<file path="src/rtl/addsub_pkg.sv">
// Shared definitions for the pipelined add/subtract unit: op encodings and operand conditioning.
package addsub_pkg;

  localparam logic [1:0] OP_ADD = 2'b00;
  localparam logic [1:0] OP_SUB = 2'b01;
  localparam logic [1:0] OP_ADC = 2'b10;
  localparam logic [1:0] OP_SBB = 2'b11;

  // Invert control for the second operand and the carry into bit 0
  typedef struct packed {
    logic inv;
    logic c0;
  } op_ctl_t;

  // SBB treats cin=1 as a pending borrow, so the carry into bit 0 is ~cin
  function automatic op_ctl_t op_ctl(input logic [1:0] op, input logic cin);
    op_ctl_t ctl;
    ctl = '0;
    case (op)
      OP_ADD:  begin ctl.inv = 1'b0; ctl.c0 = 1'b0; end
      OP_SUB:  begin ctl.inv = 1'b1; ctl.c0 = 1'b1; end
      OP_ADC:  begin ctl.inv = 1'b0; ctl.c0 = cin;  end
      default: begin ctl.inv = 1'b1; ctl.c0 = ~cin; end
    endcase
    return ctl;
  endfunction

endpackage

</file>
<file path="src/rtl/addsub_if.sv">
// Operand/result handshake bundle for addsub_pipe.
interface addsub_if #(
  parameter int unsigned WIDTH = 16
);
  logic             in_valid;
  logic             in_ready;
  logic [1:0]       op;
  logic             cin;
  logic [WIDTH-1:0] A;
  logic [WIDTH-1:0] B;
  logic             out_valid;
  logic             out_ready;
  logic [WIDTH-1:0] Y;
  logic             sign;
  logic             zero;
  logic             carry;
  logic             parity;
  logic             overflow;

  modport master (
    output in_valid, op, cin, A, B, out_ready,
    input  in_ready, out_valid, Y, sign, zero, carry, parity, overflow
  );

  modport slave (
    input  in_valid, op, cin, A, B, out_ready,
    output in_ready, out_valid, Y, sign, zero, carry, parity, overflow
  );
endinterface

</file>
<file path="src/rtl/addsub_stage.sv">
// One CHUNK-bit adder slice with carry chain and running zero detect.
module addsub_stage #(
  parameter int unsigned CHUNK = 4
) (
  input  logic [CHUNK-1:0] a_i,
  input  logic [CHUNK-1:0] b_i,
  input  logic             cin_i,
  input  logic             zero_i,
  output logic [CHUNK-1:0] sum_c_o,
  output logic             cout_c_o,
  output logic             cmsb_c_o,
  output logic             zero_c_o
);
  logic [CHUNK:0] full_c;

  assign full_c   = {1'b0, a_i} + {1'b0, b_i} + (CHUNK+1)'(cin_i);
  assign sum_c_o  = full_c[CHUNK-1:0];
  assign cout_c_o = full_c[CHUNK];
  // Carry into the slice MSB recovered from the MSB sum bit
  assign cmsb_c_o = full_c[CHUNK-1] ^ a_i[CHUNK-1] ^ b_i[CHUNK-1];
  assign zero_c_o = zero_i & ~(|full_c[CHUNK-1:0]);
endmodule

</file>
<file path="src/rtl/addsub_pipe.sv">
// Pipelined ADD/SUB/ADC/SBB unit: carry chain split into CHUNK-bit stages, registered result and flags.
module addsub_pipe
  import addsub_pkg::*;
#(
  parameter int unsigned WIDTH = 16,
  parameter int unsigned CHUNK = 4
) (
  input  logic     clk,
  input  logic     rst,
  addsub_if.slave  bus
);
  localparam int unsigned NSTAGES = WIDTH / CHUNK;

  if (WIDTH < 2 || (WIDTH % CHUNK) != 0) begin : g_param_check
    $error("addsub_pipe: WIDTH must be >= 2 and a multiple of CHUNK");
  end

  op_ctl_t          ctl_c;
  logic [WIDTH-1:0] bx_c;
  logic             adv_c;

  assign ctl_c        = op_ctl(bus.op, bus.cin);
  assign bx_c         = bus.B ^ {WIDTH{ctl_c.inv}};
  assign adv_c        = ~bus.out_valid | bus.out_ready;
  assign bus.in_ready = adv_c;

  for (genvar i = 0; i < NSTAGES; i++) begin : g_st
    logic [CHUNK-1:0] a_c;
    logic [CHUNK-1:0] b_c;
    logic             ci_c;
    logic             zi_c;
    logic             vi_c;

    // Stage inputs: from the bus for stage 0, from the previous stage register otherwise
    if (i == 0) begin : g_src
      assign a_c  = bus.A[CHUNK-1:0];
      assign b_c  = bx_c[CHUNK-1:0];
      assign ci_c = ctl_c.c0;
      assign zi_c = 1'b1;
      assign vi_c = bus.in_valid;
    end else begin : g_src
      assign a_c  = g_st[i-1].g_mid.a_q[CHUNK-1:0];
      assign b_c  = g_st[i-1].g_mid.b_q[CHUNK-1:0];
      assign ci_c = g_st[i-1].g_mid.c_q;
      assign zi_c = g_st[i-1].g_mid.z_q;
      assign vi_c = g_st[i-1].g_mid.v_q;
    end

    if (i < NSTAGES - 1) begin : g_mid
      localparam int unsigned RW = WIDTH - (i + 1) * CHUNK;
      localparam int unsigned SW = (i + 1) * CHUNK;

      logic [CHUNK-1:0] s_c;
      logic             co_c;
      logic             zo_c;
      logic             unused_cm_c;
      logic [RW-1:0]    a_d, b_d, a_q, b_q;
      logic [SW-1:0]    s_d, s_q;
      logic             c_q, z_q, v_q;

      addsub_stage #(.CHUNK(CHUNK)) u_stage (
        .a_i      (a_c),
        .b_i      (b_c),
        .cin_i    (ci_c),
        .zero_i   (zi_c),
        .sum_c_o  (s_c),
        .cout_c_o (co_c),
        .cmsb_c_o (unused_cm_c),
        .zero_c_o (zo_c)
      );

      // Remaining operand chunks and accumulated low sum move to the next stage
      if (i == 0) begin : g_fwd
        assign a_d = bus.A[WIDTH-1:CHUNK];
        assign b_d = bx_c[WIDTH-1:CHUNK];
        assign s_d = s_c;
      end else begin : g_fwd
        assign a_d = g_st[i-1].g_mid.a_q[WIDTH-i*CHUNK-1:CHUNK];
        assign b_d = g_st[i-1].g_mid.b_q[WIDTH-i*CHUNK-1:CHUNK];
        assign s_d = {s_c, g_st[i-1].g_mid.s_q};
      end

      // Intermediate stage register; shifts on advance, bubbles included
      always_ff @(posedge clk or posedge rst) begin
        if (rst) begin
          a_q <= '0;
          b_q <= '0;
          s_q <= '0;
          c_q <= 1'b0;
          z_q <= 1'b0;
          v_q <= 1'b0;
        end else if (adv_c) begin
          a_q <= a_d;
          b_q <= b_d;
          s_q <= s_d;
          c_q <= co_c;
          z_q <= zo_c;
          v_q <= vi_c;
        end
      end
    end else begin : g_last
      logic [CHUNK-1:0] s_c;
      logic             co_c;
      logic             cm_c;
      logic             zo_c;
      logic [WIDTH-1:0] y_d;
      logic [WIDTH-1:0] y_q;
      logic             sign_q, zero_q, carry_q, parity_q, overflow_q, out_valid_q;

      addsub_stage #(.CHUNK(CHUNK)) u_stage (
        .a_i      (a_c),
        .b_i      (b_c),
        .cin_i    (ci_c),
        .zero_i   (zi_c),
        .sum_c_o  (s_c),
        .cout_c_o (co_c),
        .cmsb_c_o (cm_c),
        .zero_c_o (zo_c)
      );

      if (i == 0) begin : g_res
        assign y_d = s_c;
      end else begin : g_res
        assign y_d = {s_c, g_st[i-1].g_mid.s_q};
      end

      // Output register; result and flags change only when a valid beat lands
      always_ff @(posedge clk or posedge rst) begin
        if (rst) begin
          out_valid_q <= 1'b0;
          y_q         <= '0;
          sign_q      <= 1'b0;
          zero_q      <= 1'b0;
          carry_q     <= 1'b0;
          parity_q    <= 1'b0;
          overflow_q  <= 1'b0;
        end else if (adv_c) begin
          out_valid_q <= vi_c;
          if (vi_c) begin
            y_q        <= y_d;
            sign_q     <= y_d[WIDTH-1];
            zero_q     <= zo_c;
            carry_q    <= co_c;
            parity_q   <= ^y_d;
            overflow_q <= cm_c ^ co_c;
          end
        end
      end

      assign bus.out_valid = out_valid_q;
      assign bus.Y         = y_q;
      assign bus.sign      = sign_q;
      assign bus.zero      = zero_q;
      assign bus.carry     = carry_q;
      assign bus.parity    = parity_q;
      assign bus.overflow  = overflow_q;
    end
  end
endmodule

</file>
<file path="src/flat_wrapper.sv">
// flat-port wrapper written by rule: the top's interface ports become plain ports
module addsub_pipe_flat import addsub_pkg::*;
#(
  parameter int unsigned WIDTH = 16,
  parameter int unsigned CHUNK = 4
)
  (clk, rst, bus_in_valid, bus_op, bus_cin, bus_A, bus_B, bus_out_ready, bus_in_ready, bus_out_valid, bus_Y, bus_sign, bus_zero, bus_carry, bus_parity, bus_overflow);
  addsub_if #(.WIDTH(WIDTH)) bus_i ();
  input  logic clk;
  input  logic rst;
  input wire logic [$bits(bus_i.in_valid)-1:0] bus_in_valid;
  input wire logic [$bits(bus_i.op)-1:0] bus_op;
  input wire logic [$bits(bus_i.cin)-1:0] bus_cin;
  input wire logic [$bits(bus_i.A)-1:0] bus_A;
  input wire logic [$bits(bus_i.B)-1:0] bus_B;
  input wire logic [$bits(bus_i.out_ready)-1:0] bus_out_ready;
  output wire logic [$bits(bus_i.in_ready)-1:0] bus_in_ready;
  output wire logic [$bits(bus_i.out_valid)-1:0] bus_out_valid;
  output wire logic [$bits(bus_i.Y)-1:0] bus_Y;
  output wire logic [$bits(bus_i.sign)-1:0] bus_sign;
  output wire logic [$bits(bus_i.zero)-1:0] bus_zero;
  output wire logic [$bits(bus_i.carry)-1:0] bus_carry;
  output wire logic [$bits(bus_i.parity)-1:0] bus_parity;
  output wire logic [$bits(bus_i.overflow)-1:0] bus_overflow;
  assign bus_i.in_valid = bus_in_valid;
  assign bus_i.op = bus_op;
  assign bus_i.cin = bus_cin;
  assign bus_i.A = bus_A;
  assign bus_i.B = bus_B;
  assign bus_i.out_ready = bus_out_ready;
  assign bus_in_ready = bus_i.in_ready;
  assign bus_out_valid = bus_i.out_valid;
  assign bus_Y = bus_i.Y;
  assign bus_sign = bus_i.sign;
  assign bus_zero = bus_i.zero;
  assign bus_carry = bus_i.carry;
  assign bus_parity = bus_i.parity;
  assign bus_overflow = bus_i.overflow;
  addsub_pipe #(.WIDTH(WIDTH), .CHUNK(CHUNK)) u_core (.clk(clk), .rst(rst), .bus(bus_i));
endmodule
</file>
<file path="config.mk">
export PLATFORM = sky130hd
export DESIGN_NAME = addsub_pipe_flat
export DESIGN_NICKNAME = d
export VERILOG_FILES = /design/src/rtl/addsub_pkg.sv /design/src/rtl/addsub_if.sv /design/src/rtl/addsub_stage.sv /design/src/rtl/addsub_pipe.sv /design/src/flat_wrapper.sv
export SDC_FILE = /design/constraint.sdc
export NUM_CORES = 1
export LEC_CHECK = 0
export ABC_AREA = 1
export CAP_MARGIN = 20
export CORE_ASPECT_RATIO = 0.6
export CORE_MARGIN = 8
export CORE_UTILIZATION = 46
export CTS_CLUSTER_SIZE = 12
export DETAILED_ROUTE_END_ITERATION = 16
export GPL_TIMING_DRIVEN = 1
export MAX_ROUTING_LAYER = met4
export PLACE_DENSITY_LB_ADDON = 0.05
export SLEW_MARGIN = 5
export SYNTH_ARGS = -nofsm -noshare
export SYNTH_HDL_FRONTEND = slang
export SYNTH_SLANG_ARGS = --single-unit
</file>
<file path="constraint.sdc">
create_clock -name clk -period 6.1 [get_ports clk]
set_input_delay 1.22 -clock clk [delete_from_list [all_inputs] [get_ports clk]]
set_output_delay 1.22 -clock clk [all_outputs]
set_load 0.01 [all_outputs]
</file>
# Yosys cells after proc, flatten, opt, wreduce, memory -nomap -nowiden
# Cells that the tools add are included.
[op_classes]
bitwise = 14
n_eq_ne = 2
muxes = 1
addsub = 8
reduce_logical = 7
[ops]
columns = ["op", "n"]
rows = [
  ["$add 4x4->5", 4],
  ["$add 5x1->5", 4],
  ["$reduce_or 4->1", 4],
  ["$reduce_xor 16->1", 1],
  ["$xor 16x16->16", 1],
  ["$not 1->1", 6],
  ["$pmux 2 s3", 1],
  ["$and 1x1->1", 3],
  ["$xor 1x1->1", 3],
  ["$eq 2x1->1 const B", 1],
  ["$eq 2x2->1 const B", 1],
  ["$logic_not 2->1", 1],
  ["$reduce_and 2->1", 1],
  ["$or 1x1->1", 1],
]
[totals]
register_bits = 103
out_inout_bits = 23
elab_cells = 57
inputBits = 39

# Depth between registers and ports, before layout
# Gate-level depths: netlist of run 1.
[logic_depth]
ltp_word = 7
mapped_depth = 18

# Cells and area by module
# From an unflattened synthesis of run 1, not the netlist that was laid out.
[unflattened]
cells_unflattened = 635
area_unflattened_um2 = 5123.7
[by_module_without_submodules]
columns = ["module", "area_each_um2", "seq_area_each_um2", "n_inst", "cells_per_inst"]
rows = [
  ["addsub_pipe", 4302.9, 2552.4, 1, 503],
  ["addsub_stage", 205.2, 0.0, 4, 33],
]

# Worst setup path after synthesis of run 1
# OpenSTA, ideal clock, no wires.
[synth_timing]
path_type = "input-to-reg"
from = "input port bus_op[0]"
to = "register u_core.g_st[0].g_mid.z_q"
n_path_buf = 2
required_ns = 5.982
stages = 9
t_arrival_ns = 2.803
setup_slack_ns = 3.179
path_cell_list = "buf_4 > buf_6 > xnor2_1 > fa_1 > fa_1 > xnor2_1 > inv_1 > nand4_1 > nand2_1"
[synth_via]
elab_chain_cells = 7
word_cells_on_any_way = 9
classes_between = "2 x add/sub; 2 x eq/ne; 1 x mux; 2 x bitwise; 2 x reduce/logical"
[synth_lines]
columns = ["item", "line_no", "source"]
rows = [
  ["start, declared", "flat_wrapper.sv:12", "input wire logic [$bits(bus_i.op)-1:0] bus_op;"],
  ["$eq 2x2->1, or another cell as far along", "addsub_pkg.sv:19", "case (op)"],
  ["$pmux 2 s3 (*)", "addsub_pkg.sv:19", ""],
  ["$xor 16x16->16", "addsub_pipe.sv:23", "assign bx_c = bus.B ^ {WIDTH{ctl_c.inv}};"],
  ["$add 4x4->5", "addsub_stage.sv:16", "assign full_c = {1'b0, a_i} + {1'b0, b_i} + (CHUNK+1)'(cin_i);"],
  ["$add 5x1->5 (*)", "addsub_stage.sv:16", ""],
  ["$reduce_or 4->1 (*)", "addsub_stage.sv:21", "assign zero_c_o = zero_i & ~(|full_c[CHUNK-1:0]);"],
  ["$not 1->1 (*)", "addsub_stage.sv:21", ""],
  ["end signal, assigned", "addsub_pipe.sv:97", "z_q <= zo_c;"],
  ["end, declared", "addsub_pipe.sv:59", "logic c_q, z_q, v_q;"],
]
# Every way passes the cells marked *; elsewhere a longest branch is shown, timed or not.
# A chain may end at the register's enable or synchronous reset.

# Worst setup path after layout of run 1
[layout_timing]
from = "input port bus_out_ready"
to = "output port bus_in_ready"
[layout_via]
elab_chain_cells = 1
[layout_lines]
columns = ["item", "line_no", "source"]
rows = [
  ["start, declared", "flat_wrapper.sv:16", "input wire logic [$bits(bus_i.out_ready)-1:0] bus_out_ready;"],
  ["$or 1x1->1", "addsub_pipe.sv:24", "assign adv_c = ~bus.out_valid | bus.out_ready;"],
  ["end, declared", "flat_wrapper.sv:17", "output wire logic [$bits(bus_i.in_ready)-1:0] bus_in_ready;"],
]
# Every way passes these cells.

==> flow_summary.json, run 1 <==
{
  "status": "complete, no violations",
  "syn_area_per_cell_um2": 8.68,
  "holdPathEnd": "u_core.g_st[1].g_mid.s_q[0]",
  "grt_pass1_wl_um": 16600,
  "max_freq_mhz": 280,
  "synth_nets": 624,
  "wl_per_cell_um": 12.3,
  "initial_core_util": 0.468,
  "hpwl_um": 6520,
  "area_delta_synth_final_pct": 19.8,
  "grt_start_max_net_pins": 85,
  "report.final.slew_viol_count": 0,
  "boundaryPins": 62,
  "yosys-top-cells-area": "dfrtp_1 52%, nand2_1 18%, o21ai_0 4.8%, ha_1 3.6%, xnor2_1 3.6%",
  "peakVddDrop_v": 0.000264,
  "start_kind": "input pin",
  "synth_top_cell_area_share": 0.522,
  "rows": 29,
  "syn_area_um2": 4890,
  "worst_pin_slew_ps": 780,
  "ys_seq_area_frac": 0.522,
  "leakagePower_uw": 0.00290,
  "final_antenna_net_count": 0,
  "critPathMaxFanout": 2,
  "drive_above_1_share": 0.0452,
  "gp_congestion": 0.791,
  "cp.required_ps": 4880,
  "rr_worst_depth": 14,
  "synth_seq_cells": 102,
  "yosys.area_share.simple": 0.211,
  "crit_path_end_kind": "output port",
  "ys_types": 23,
  "setup_viol": 0,
  "period_share": 0.586,
  "final_cell_mix": "240 x nand2_1, 102 x dfrtp_1, 61 x clkdlybuf4s50_1, 47 x o21ai_0, 41 x inv_1",
  "cts-buffers-inserted": 9,
  "fp.dieW_um": 149,
  "grt_util_met2": 0.202,
  "dp.cells": 744,
  "cts_sinks": 102,
  "drt_iter0_drc": 175,
  "synth_cells": 563,
  "vias": 3450,
  "synth_compound_area_frac": 0.0789,
  "reg2reg_slack_ps": 3400,
  "vias_per_cell": 4.55,
  "yosys.area.top_type": "dfrtp_1",
  "r2r-start": "u_core.g_st[2].g_mid.c_q",
  "power_density_nw_per_um2": 543,
  "maxCapViolCount": 0,
  "cts_resized": 0,
  "finalHoldViolCount": 0,
  "diodes": 0,
  "clkTransAtPathRegs_ps": 70,
  "rsz0062_at_grt": "no",
  "yosysWarningCount": 0,
  "synth_fa_ha_area_frac": 0.0686,
  "synth_mux_area_frac": 0,
  "grt_usage": 0.149,
  "worstHoldPathCells": 2,
  "rr_endpoint": "u_core.bus.parity",
  "grt_util_met3": 0.0441,
  "path_class": "input pin to output port",
  "max_slew_margin": 0.480,
  "final_cells": 759,
  "tns_ps": 0,
  "insertion_delay_ps": 340,
  "final_nets": 677,
  "cts_hold_buf": 0,
  "crit_arrival_ps": 2360,
  "grt_pass1_vias": 3463,
  "whs_ps": 466,
  "h-tree-depth": 3,
  "port_buffers": 61,
  "grt_overflow": 0,
  "hold_class": "register to register",
  "coreArea_um2": 10500,
  "die_height_um": 95.8,
  "grt.busiest_layer": "met1",
  "min_from": "u_core.g_st[0].g_mid.s_q[0]",
  "finClkSkew_ps": 6.44,
  "cts_buffer_depth": 2,
  "layout_min_cycle_time_ps": 3580,
  "final_common_cell": "nand2_1",
  "wl_um": 9350,
  "root_buffer": "clkbuf_16",
  "synth_xor_area_frac": 0.0502,
  "utilization": 0.560,
  "antenna_found_initial": 0,
  "firstDrtPassIters": 6,
  "gr-usage-met1": 0.212,
  "post_cts.repair.setup_buffers": 0,
  "cts_tree": "done",
  "synth_top_family_by_area": "simple AND/OR/NAND/NOR gates",
  "drc_errors": 0,
  "dieArea_um2": 14300
}
[per-layer routing]
metal	wire length, um	share of wire	up-vias
met5	0	0	-
met1	5190	0.55	1535
met3	450	0.048	9
li1	-	-	1847
met4	80	0.0086	0
met2	3630	0.39	59
[critical path, cell delays in order]
cell and delay (ps):
clkdlybuf4s50_1 500, nor2_4 50, inv_2 50, clkdlybuf4s50_1 540
[per-stage QoR]
stage / total power, uW / setup WS (ps) / cell area, um2
floorplan: 2210 / 2200 / 4890
CTS: 3220 / 2510 / 5850
global route: 3530 / 2480 / 5850
global placement: 2550 / 2510 / 5540
finish: 3180 / 2520 / 5850
detailed placement: 2610 / 2510 / 5540
[how the worst max path moves through the flow]
stage / startpoint / slack [ps] / depth (start not counted) / to
finish: bus_out_ready / 2520 / 4 / bus_in_ready
global placement: bus_out_ready / 2510 / 4 / bus_in_ready
detailed placement: bus_out_ready / 2510 / 4 / bus_in_ready
floorplan: rst / 2200 / 1 / u_core.bus.Y[0]
CTS: bus_out_ready / 2510 / 4 / bus_in_ready
global route: bus_out_ready / 2480 / 4 / bus_in_ready
[registers in the layout (all words and copies together), names as in the netlist]
name                   count
u_core.bus.Y              15
u_core.bus.sign            1
u_core.g_st.g_mid.v_q      3
u_core.g_st.g_mid.a_q     24
u_core.g_st.g_mid.z_q      3
u_core.bus.parity          1
u_core.g_st.g_mid.s_q     24
u_core.g_st.g_mid.b_q     24
u_core.bus.overflow        1
u_core.bus.out_valid       1
u_core.bus.carry           1
u_core.g_st.g_mid.c_q      3
u_core.bus.zero            1
[logic make-up (layout without fill, tap and decap cells)]
kind of cell | after synthesis | in the layout
buf+inv | 70 | 127
fa+ha+maj | 22 | 22
simple gates | 266 | 266
flops | 102 | 102
compound gates | 75 | 75
xor+xnor | 28 | 28
[Yosys cell counts]
| master | n |
|---|---|
| inv_1 | 42 |
| o21ai_0 | 47 |
| o21a_1 | 2 |
| buf_6 | 4 |
| xor2_1 | 8 |
| fa_1 | 8 |
| nand2_1 | 240 |
| nand4_1 | 3 |
| inv_2 | 5 |
| nor2_1 | 14 |
| xnor2_1 | 20 |
| buf_2 | 5 |
| a21oi_1 | 6 |
| or2_1 | 1 |
| o21ai_1 | 18 |
| clkbuf_1 | 4 |
| nand3_1 | 6 |
| a31oi_1 | 1 |
| dfrtp_1 | 102 |
| buf_4 | 10 |
| ha_1 | 14 |
| a21oi_2 | 1 |
| nor2_4 | 2 |
[layout make-up]
class	instances	area, um2
Fill cell	981	4600
Clock inverter	6	86.3
Sequential cell	102	2550
Timing Repair Buffer	65	641
Inverter	47	179
Clock buffer	9	225
Tap cell	139	174
Multi-Input combinational cell	391	2000
[report_power, final]
group | leakage [uW] | switching [uW] | internal (uW) | total [uW]
combinational | 0.00150 | 841 | 599 | 1440
sequential | 0.00124 | 176 | 965 | 1140
clock | 0.000152 | 241 | 357 | 598
total | 0.00290 | 1260 | 1920 | 3180
(Power assumes the default switching activity.)
==> run 2: changes to the inputs <==
clock period = 3.5 ns   (was 6.1 ns; I/O delays follow)
==> flow_summary.json, run 2 (synthesized netlist as in run 1, its figures left out) <==
{
  "status": "complete, no violations",
  "cts_buffer_depth": 2,
  "rows": 29,
  "setup_viol": 0,
  "drt_iter0_drc": 162,
  "maxCapViolCount": 0,
  "coreArea_um2": 10500,
  "wl_per_cell_um": 12.5,
  "cts_tree": "done",
  "max_freq_mhz": 388,
  "hpwl_um": 6790,
  "insertion_delay_ps": 340,
  "final_common_cell": "nand2_1",
  "whs_ps": 467,
  "dieArea_um2": 14300,
  "cp_common_cell": "nand2_1",
  "clkTransAtPathRegs_ps": 70,
  "grt_overflow": 0,
  "cts-buffers-inserted": 9,
  "final_antenna_net_count": 0,
  "peakVddDrop_v": 0.000512,
  "start_kind": "register",
  "diodes": 0,
  "root_buffer": "clkbuf_16",
  "initial_core_util": 0.468,
  "vias_per_cell": 4.64,
  "crit_path_end_kind": "register",
  "grt_usage": 0.149,
  "critPathMaxFanout": 3,
  "area_delta_synth_final_pct": 20.5,
  "antenna_found_initial": 0,
  "cts_resized": 0,
  "period_share": 0.736,
  "worst_pin_slew_ps": 708,
  "grt_pass1_vias": 3563,
  "cts_hold_buf": 0,
  "utilization": 0.563,
  "power_density_nw_per_um2": 949,
  "drive_above_1_share": 0.0482,
  "hold_class": "register to register",
  "die_height_um": 95.8,
  "grt_pass1_wl_um": 16600,
  "wl_um": 9490,
  "gp_congestion": 0.789,
  "crit_slowest_cell": "fa_1",
  "slowest_delay_ps": 490,
  "reg2reg_slack_ps": 920,
  "finalHoldViolCount": 0,
  "fp.dieW_um": 149,
  "cp_top_family": "adder cells",
  "finClkSkew_ps": 5.92,
  "cp.required_ps": 3730,
  "tns_ps": 0,
  "port_buffers": 61,
  "rsz0062_at_grt": "no",
  "report.final.slew_viol_count": 0,
  "vias": 3531,
  "path_class": "register to register",
  "firstDrtPassIters": 4,
  "cts_sinks": 102,
  "h-tree-depth": 3,
  "layout_min_cycle_time_ps": 2580,
  "grt_start_max_net_pins": 78,
  "top_regs": "u_core.g_st.g_mid.a_q (24), u_core.g_st.g_mid.b_q (24), u_core.g_st.g_mid.s_q (24)",
  "critical_path.cell_chain": "fa_1 -> fa_1 -> xnor2_1 -> ha_1 -> inv_1 -> nand2_1 -> nand2_1 -> nand2_1 -> nand2_1 -> nand2_1 -> nand2_1 -> nand2_1 -> nand3_1 -> nand2_1",
  "cp_num_buf_inv": 1,
  "boundaryPins": 62,
  "drc_errors": 0,
  "max_slew_margin": 0.528,
  "final_nets": 678,
  "crit_arrival_ps": 2810,
  "post_cts.repair.setup_buffers": 0,
  "leakagePower_uw": 0.00292,
  "final_cell_mix": "240 x nand2_1, 102 x dfrtp_1, 61 x clkdlybuf4s50_1, 47 x o21ai_0, 41 x inv_1"
}
==> run 2: changes by cell type in the layout (fill, tap and decap cells not counted), sizes merged <==
cell | before | now
buf | 4 | 5
clkbuf | 9 | 10
clkinv | 2 | 3
clkinvlp | 1 | 0
==> run 2: through the flow <==
step | total power (uW) | std cells | area (um2) | setup WS [ps]
after global routing | 6130 | 761 | 5890 | 791
after CTS | 5670 | 761 | 5890 | 917
after detailed placement | 4570 | 745 | 5560 | 602
after global placement | 4460 | 745 | 5560 | 662
final | 5580 | 761 | 5890 | 924
after floorplan | 3850 | 563 | 4890 | 125
==> run 2: final timing paths <==
kind	from	end	depth (start not counted)
worst max-delay path	u_core.g_st[2].g_mid.c_q	u_core.bus.parity	14
worst min-delay path	u_core.g_st[1].g_mid.b_q[6]	u_core.g_st[2].g_mid.b_q[2]	2
worst max register to register	u_core.g_st[2].g_mid.c_q	u_core.bus.parity	14
worst min register to register	u_core.g_st[1].g_mid.b_q[6]	u_core.g_st[2].g_mid.b_q[2]	2
max in group asynchronous	rst	u_core.g_st[0].g_mid.b_q[8]	3
min in group asynchronous	rst	u_core.bus.Y[2]	2
==> run 2: report_power, final <==
part           internal, uW  switching (uW)  leakage, uW
Combinational          1050            1480      0.00151
Clock                   644             418     0.000163
Sequential             1680             305      0.00124
==> run 2: worst register-to-register path, delay by kind of cell, from the launching register on <==
family | cells | cell delay (ps)
AND/OR/NAND/NOR | 9 | 510
flip-flops | 1 | 400
buffers and inverters | 1 | 90
adder cells (fa/ha/maj) | 3 | 1220
XOR/XNOR | 1 | 240
==> run 2: routing by layer <==
metal	global-route usage	routed length (um)
met4	0.0351	96
met1	0.205	5020
met2	0.216	3860
met3	0.0413	507
met5	-	0
==> run 2: layout make-up <==
class,count,area [um2]
inverters,47,179
clock inverters,6,83.8
repair buffers,66,661
clock buffers,10,239
flip-flops and latches,102,2550
multi-input cells,391,2000
well taps,139,174
fillers,967,4560
==> RTL edit, RTL diff (flow settings as in run 1) <==
`WIDTH` is set to 16 in 3 places; all go to 20.
--- a/src/rtl/addsub_if.sv
+++ b/src/rtl/addsub_if.sv
@@ -1,6 +1,6 @@
 // Operand/result handshake bundle for addsub_pipe.
 interface addsub_if #(
-  parameter int unsigned WIDTH = 16
+  parameter int unsigned WIDTH = 20
 );
   logic             in_valid;
   logic             in_ready;
--- a/src/rtl/addsub_pipe.sv
+++ b/src/rtl/addsub_pipe.sv
@@ -2,7 +2,7 @@
 module addsub_pipe
   import addsub_pkg::*;
 #(
-  parameter int unsigned WIDTH = 16,
+  parameter int unsigned WIDTH = 20,
   parameter int unsigned CHUNK = 4
 ) (
   input  logic     clk,
--- a/src/flat_wrapper.sv
+++ b/src/flat_wrapper.sv
@@ -1,7 +1,7 @@
 // flat-port wrapper written by rule: the top's interface ports become plain ports
 module addsub_pipe_flat import addsub_pkg::*;
 #(
-  parameter int unsigned WIDTH = 16,
+  parameter int unsigned WIDTH = 20,
   parameter int unsigned CHUNK = 4
 )
   (clk, rst, bus_in_valid, bus_op, bus_cin, bus_A, bus_B, bus_out_ready, bus_in_ready, bus_out_valid, bus_Y, bus_sign, bus_zero, bus_carry, bus_parity, bus_overflow);
Interface: changed (resized bus_A, bus_B and bus_Y); port bits go from 62 to 74. The function was not compared with the original's and may differ.
==> RTL edit against run 1 <==
Die area rose by 39%. Worst setup slack got worse by 0.99 ns. Critical path depth did not move. Combinational power rose by 34%. Area after synthesis rose by 46%. Cell area rose by 46%. Power rose by 49%. Sequential cell count rose by 55. Wire length rose by 63%. Synthesized cell count rose by 45%. Largest cell class unchanged. Largest power group unchanged. Highest routed layer unchanged.
==> RTL edit: results <==
[synth]
yosys-top-cells-count = "nand2_1 (375), dfrtp_1 (157), inv_1 (46), o21ai_0 (46), o21ai_1 (46)"
synth_fp_nets = 889
ys_types = 24
yosys_warnings = 0
ys_async_sr_fraction_pct = 100.0
synth-seq-area-share_pct = 55.11
synth_flop_cell = "dfrtp_1"
ys_ff_latch = 157
synthTopCellsByArea = "dfrtp_1 (55%), nand2_1 (20%), xnor2_1 (3.4%)"

[power]
ir_drop_uv = 235.6
power_leakage_nw = 4.248
switching_power_w = 0.001895

[global_routing]
grt_max_degree = 118
antenna_found_initial = 0
grt_pass1_wl_um = 26490
track_usage_pct = 16.82
grt_pass1_vias = 5465
grt-ovfl-total = 0

[sta]
tightest_slew_ns = 1.071
fin_skew_ns = 0.01300
drv_slew = 0
hold_violations = 0
holdWs_ns = 0.4649
tns_ns = 0

[drt]
drt_first_pass_iters = 5
post_drt_via_cell_ratio = 4.841
dr.first_iter.drc_count = 368
routed_wl_um = 15210

[placed_design]
dpl-instance-area_um2 = 7970
dp_hpwl_um = 10430
gp_routability_congestion = 0.7676
port_buffers = 73

[critical_path]
critPathMaxFanout = 46
r2r_slack_ns = 3.55
crit_path_max_incr_delay_ns = 0.66
crit_path_top_delay_cell = "clkdlybuf4s50_1"

[clock_network]
insertion_delay_ns = 0.42
numCtsBuffers = 17
cts_root_buffer = "clkbuf_16"
clock_path_buffers = 2
ctsResizeCount = 0
holdBufCountCts = 0
cts-htree-levels = 4
clk_pin_slew_ns = 0.07
postCtsSetupBuffers = 0

[outcome]
status = "finished clean"

[layout]
drive_above_1_share_pct = 5.737
reg_top3 = "u_core.g_st.g_mid.a_q x40, u_core.g_st.g_mid.b_q x40, u_core.g_st.g_mid.s_q x40"
insertedDiodeCount = 0
fin_nets = 950

[min_path]
hp-class = "reg2reg"
==> RTL edit: critical path, delay by kind of cell <==
| family | cells | cell delay (ns) |
|---|---|---|
| simple gates | 1 | 0.39 |
| buf+inv | 3 | 1.73 |
==> RTL edit: worst paths after layout <==
check / startpoint / to / cells past startpoint
setup reg to reg: u_core.g_st[3].g_mid.c_q$_DFFE_PP0N_ / u_core.bus.parity$_DFFE_PP0P_ / 10
max in group asynchronous: rst / u_core.g_st[1].g_mid.v_q$_DFFE_PP0N_ / 3
setup / recovery: bus_out_ready / bus_in_ready / 4
min in group asynchronous: rst / u_core.g_st[0].g_mid.s_q[1]$_DFFE_PP0N_ / 2
hold reg to reg: u_core.g_st[2].g_mid.a_q[7]$_DFFE_PP0N_ / u_core.g_st[3].g_mid.a_q[3]$_DFFE_PP0N_ / 2
hold / removal: u_core.g_st[2].g_mid.a_q[7]$_DFFE_PP0N_ / u_core.g_st[3].g_mid.a_q[3]$_DFFE_PP0N_ / 2
==> RTL edit: layer usage <==
metal,GRT usage [%],share of wire (%)
met1,23.40,51
met2,24.13,44
met3,3.855,3.9
met4,5.020,1.2
met5,-,0
==> RTL edit: cell type report <==
type	instances	area, um^2
Fill cell	1396	6664
Sequential cell	157	3929
Multi-Input combinational cell	569	2821
Timing Repair Buffer	78	788.3
Clock buffer	17	425.4
Tap cell	203	254.0
Inverter	53	205.2
Clock inverter	15	152.6
==> RTL edit: power by group through the flow <==
stage	registers, W	logic (W)	clock network, W
after global routing	0.00184	0.00224	0.00111
after CTS	0.00178	0.00195	0.00107
final	0.00178	0.00193	0.00104
after global placement	0.00178	0.00189	0
after detailed placement	0.00179	0.00194	0
after floorplan	0.00174	0.00139	0
==> RTL edit: cells by family (layout without fill, tap and decap cells) <==
family,count (synthesis),after routing,share of synthesized area [%]
AOI/OAI and AO/OA,109,109,7.810
xor gates and xnor gates,33,33,4.054
adders and majority gates,27,27,5.791
buffers and inverters,89,163,5.318
DFF,157,157,55.11
and+or+nand+nor,400,400,21.92
==> RTL edit: stage by stage <==
step | cells | worst slack (ns)
after floorplan | 815 | 0.6451
after global placement | 1059 | 1.553
after detailed placement | 1059 | 1.525
final | 1092 | 1.533
after global routing | 1092 | 1.352
after CTS | 1091 | 1.530
